[config.mk]
export PLATFORM = sky130hd
export DESIGN_NAME = demux_1_2_stream
export DESIGN_NICKNAME = d
export VERILOG_FILES = /design/src/rtl/demux_1_2_stream.sv
export SDC_FILE = /design/constraint.sdc
export NUM_CORES = 1
export LEC_CHECK = 0
export CORE_ASPECT_RATIO = 1.1
export CORE_MARGIN = 3
export CORE_UTILIZATION = 47
export CTS_CLUSTER_SIZE = 24
export DETAILED_ROUTE_END_ITERATION = 16
export PLACE_DENSITY = 0.92
export SYNTH_ARGS = -nofsm -noshare
export SYNTH_HDL_FRONTEND = slang
export SYNTH_SLANG_ARGS = --single-unit
[constraint.sdc]
create_clock -name clk -period 10.9 [get_ports clk]
set_input_delay 2.18 -clock clk [delete_from_list [all_inputs] [get_ports clk]]
set_output_delay 2.18 -clock clk [all_outputs]
set_load 0.01 [all_outputs]
[src/rtl/demux_1_2_stream.sv]
// demux_1_2_stream: registered 1-to-2 stream demux with per-channel output registers and accept counters
module demux_1_2_stream #(
  parameter int WIDTH   = 64,
  parameter int COUNT_W = 8
) (
  input  logic                          clk,
  input  logic                          reset,
  input  logic                          in_valid,
  output logic                          in_ready,
  input  logic                          in_sel,
  input  logic [WIDTH-1:0]              in_data,
  output logic [1:0]                    out_valid,
  input  logic [1:0]                    out_ready,
  output logic [1:0][WIDTH-1:0]         out_data,
  output logic [1:0][COUNT_W-1:0]       out_count
);
  logic [1:0] load;
  // only the selected channel can stall the input; a draining channel accepts in the same cycle
  assign in_ready = ~out_valid[in_sel] | out_ready[in_sel];
  assign load     = {in_valid & in_ready & in_sel, in_valid & in_ready & ~in_sel};
  always_ff @(posedge clk or posedge reset) begin
    if (reset) begin
      out_valid <= '0;
      out_data  <= '0;
      out_count <= '0;
    end else begin
      for (int i = 0; i < 2; i++) begin
        if (load[i]) begin
          out_valid[i] <= 1'b1;
          out_data[i]  <= in_data;
          out_count[i] <= out_count[i] + COUNT_W'(1);
        end else if (out_ready[i]) begin
          out_valid[i] <= 1'b0;
        end
      end
    end
  end
endmodule

== Word level (Yosys, flattened, before mapping) ==
Cells that the tools add are included.
Word-level totals
  word-level logic and storage cells: 25
  input port bits: 70
  memory bits (read-only): 0
  latch bits: 0
  bits in registers: 146
  RAM bits: 0
  memories kept: 0
  output and inout port bits: 147
Cells by class
  $add $sub $neg: 2
  muxes and demuxes: 8
  div/mod/pow operators: 0
  bitwise logic cells: 6
  shift operators: 0
  reductions and logical operators: 2
  $lt $le $gt $ge: 1
  multiply operators: 0
  equality and inequality tests: 0
Operators by type and width (number)
  $add 8x1->8 const B: 2
  $mux 1: 8
  $reduce_bool 2->1: 2
  $and 1x1->1: 3
  $lt 1x2->1 const B: 1
  $not 1->1: 2
  $or 1x1->1: 1

== Longest topological paths before layout ==
  depth after elaboration: 7
  depth in mapped cells: 7
  gate-level depth less buffers: 4

== Least setup slack after synthesis ==
OpenSTA, ideal clock, no wires.
  path type: in2out
  from: in out_ready[0]
  to: out in_ready
  path buffers: 0
  data required time: 8.720 ns
  stages: 2
  path slack: 6.115 ns
  arrival time: 2.605 ns
  cell sequence: nand2b_4 -> mux2_2
Between the ends
  cells in the longest elaborated chain, start to end: 3
Ends and longest elaborated chain
  start, declared: RTL line 13  | input logic [1:0] out_ready,
  $mux 1 (not written as such) (2 in series): RTL line 19  | assign in_ready = ~out_valid[in_sel] | out_ready[in_sel];
  $or 1x1->1: RTL line 19
  end, declared: RTL line 9  | output logic in_ready,
Every way passes these cells. The select of a mux whose other input is x is not followed.

== Final worst setup path ==
  from: in in_sel
  to: out in_ready
Between the ends
  cells in the longest elaborated chain, start to end: 4
  elaborated cells between the ends (all ways): 6
  those cells by class: mux (4); bitwise (2)
Ends and longest elaborated chain
  start, declared: RTL line 10  | input logic in_sel,
  $mux 1 (not written as such) (2 in series): RTL line 19
  $not 1->1: RTL line 19
  $or 1x1->1 *: RTL line 19
Every way passes the cells marked *; elsewhere a longest branch is shown, timed or not. The select of a mux whose other input is x is not followed.

==> impl_metrics.tcl <==
set metrics [dict create \
    post-route-util_pct 72.5 \
    synth_cell_types 20 \
    skew_ns 0.0111 \
    track_usage_pct 23.6 \
    die_h_um 121 \
    rr_endpoint "out_count[7]" \
    max_freq_mhz 174 \
    die_width_um 110 \
    die-area_um2 13400 \
    cts_tree "done" \
    irDropWorstVdd_uv 95.1 \
    start_util_pct 48.6 \
    p_per_area_nw_per_um2 199 \
    fin_area_um2 8400 \
    post_cts_resized 0 \
    holdPathStages 2 \
    cts_root_buf "clkbuf_16" \
    worstSetupPathType "in2out" \
    place_area_um2 7850 \
    drc 0 \
    final_nets 894 \
    synth.net_count 685 \
    io_buffer_count 216 \
    clkLatencyLatePin_ns 0.41 \
    numCtsBuffers 17 \
    drv_cap 0 \
    yosysSeqAreaShare_pct 64.8 \
    setup_viol 0 \
    power_mw 1.67 \
    synth_top_area_share_pct 64.8 \
    place.gp.congestion 0.807 \
    finalCriticalPeriod_ns 5.74 \
    antenna_cells 0 \
    syn_area_um2 5640 \
    hold_path_class "reg2reg" \
    clk_pin_slew_ns 0.06 \
    boundaryPins 217 \
    rsz0062_at_grt "no" \
    holdBufCountCts 0 \
    arrival_ns 3.56 \
    min_to "out_data[26]" \
    syn_to_final_growth_pct 49.0 \
    drtIter0Drc 253 \
    antenna_found_initial 0 \
    p_leak_nw 4.18 \
    drtPass1Iterations 5 \
    cp-start-kind "primary input" \
    grt_pass1_wl_mm 25.0 \
    period_share_pct 52.6 \
    crit_start "in_sel" \
    grt_pass1_vias 4961 \
    crit_path_end_kind "output pin" \
    hpwl_mm 10.5 \
    hold_ws_ns 0.472 \
    hold_violations 0 \
    yosys.area.top_type "dfrtp_1" \
    syn_avg_cell_area_um2 9.20 \
    r2r-start "out_valid[0]" \
    worstMarginPinSlew_ns 0.907 \
    dp_slack_ns 5.16 \
    post_cts_buffers 0 \
    slew_headroom_pct 39.5 \
    fp-row-count 41 \
    crit_fanout 5 \
    drtAntennaViolNets 0 \
    nFillCells 822 \
    holdCritStartpoint "out_data[26]" \
    cts_buffer_depth 2 \
    grt_max_degree 85 \
    critical_path_required_ns 8.72 \
    fin_setup_tns_ns 0 \
    vias 4816 \
    cts.sinks 146 \
    wl_mm 15.7 \
    stdcell_count 984 \
    cts_max_level 4 \
    rr_worst_depth 4 \
    via_per_inst 4.89 \
    synth_area_leaders "dfrtp_1 (65%), nand2_1 (26%), buf_2 (1.4%)" \
    rrSetupSlack_ns 8.80 \
    dp.cells 953 \
    outcome "completed" \
    core_um2 11600 \
    synthesis.instances 613 \
    maxSlewViolCount 0 \
    fin_ws_ns 5.16 \
    globalRouteOverflowTotal 0 \
    wl_per_cell_um 16.0 \
    drive_gt1_share_pct 4.68 \
    ys_seq_elements 146 \
    synth_warnings 0 \
]
==> power breakdown <==
part	internal [mW]	total (mW)	switching (mW)
logic	0.227	0.416	0.188
clock network	0.335	0.549	0.214
registers	0.637	0.706	0.0694
==> flip-flops by register name, indices dropped and copies added, names as in the netlist <==
| name | cells |
|---|---|
| out_count | 16 |
| out_data | 128 |
| out_valid | 2 |
==> Yosys cell counts <==
library cell  instances
xnor2_1               9
nand3_1               4
clkbuf_1              7
nand3b_4              1
ha_1                  2
xor2_1                5
buf_2                16
and3_1                2
buf_4                 1
nor4_1                1
nand2b_4              2
inv_1                 2
nand2_1             398
buf_6                 6
nor2_1                1
mux2_2                1
nor3_1                4
and3b_1               1
nand4_1               4
dfrtp_1             146
==> cells in the final DEF (no fill, tap or decap) <==
cell type / Yosys / final
and3b_2: 0 / 1
dfrtp_1: 146 / 146
inv_6: 0 / 1
nand3_1: 4 / 3
inv_1: 2 / 1
nand4_1: 4 / 4
xor2_1: 5 / 5
clkbuf_16: 0 / 17
clkinv_2: 0 / 4
xnor2_1: 9 / 9
ha_1: 2 / 2
nor2_1: 1 / 1
mux2_2: 1 / 1
nor4_1: 1 / 1
bufinv_16: 0 / 2
clkinvlp_4: 0 / 2
and3_2: 0 / 1
nand3b_4: 1 / 1
nand2_1: 398 / 398
nor3_1: 4 / 4
clkbuf_1: 7 / 4
clkdlybuf4s50_1: 0 / 216
clkinv_4: 0 / 2
and3_1: 2 / 1
nand2b_4: 2 / 2
buf_4: 1 / 4
nand3_2: 0 / 1
==> kinds of logic (layout without fill, tap and decap cells) <==
kind of cell | count (synthesis) | after routing | share of synthesized area, %
AND/OR/NAND/NOR | 418 | 418 | 29.0
flip-flops | 146 | 146 | 64.8
buffers and inverters | 32 | 253 | 3.35
XOR/XNOR | 14 | 14 | 2.17
adder cells (fa/ha/maj) | 2 | 2 | 0.444
multiplexers | 1 | 1 | 0.200
==> layout make-up <==
type                       instances  area (µm²)  area share (%)
clock buffer                      21         440            5.24
clock inverter                    10         113            1.34
inverter                           2        12.5           0.149
multi-input combinational        435        1800            21.5
sequential                       146        3650            43.5
tap                              150         188            2.23
timing repair buffer             220        2190            26.1
==> routing by layer <==
metal  wire (µm)  global-route usage [%]  vias to the layer above
met1        6240                    27.5                     2331
met5           0                       0                        -
met2        8130                    41.6                      187
met3        1050                    6.88                       20
li1            -                       -                     2278
met4         296                    8.31                        0
==> worst max-delay path by stage <==
stage,cells past startpoint,slack [ns],endpoint
6_report,3,5.16,in_ready
5_1_grt,3,5.11,in_ready
3_3_place_gp,3,5.18,in_ready
4_1_cts,3,5.16,in_ready
2_1_floorplan,1,4.80,out_count[0]
3_5_place_dp,3,5.16,in_ready
==> critical path, cell delays in order <==
cell             delay (ns)
clkdlybuf4s50_1        0.55
mux2_2                 0.35
clkdlybuf4s50_1        0.48
Power figures use the tool's default switching activity.
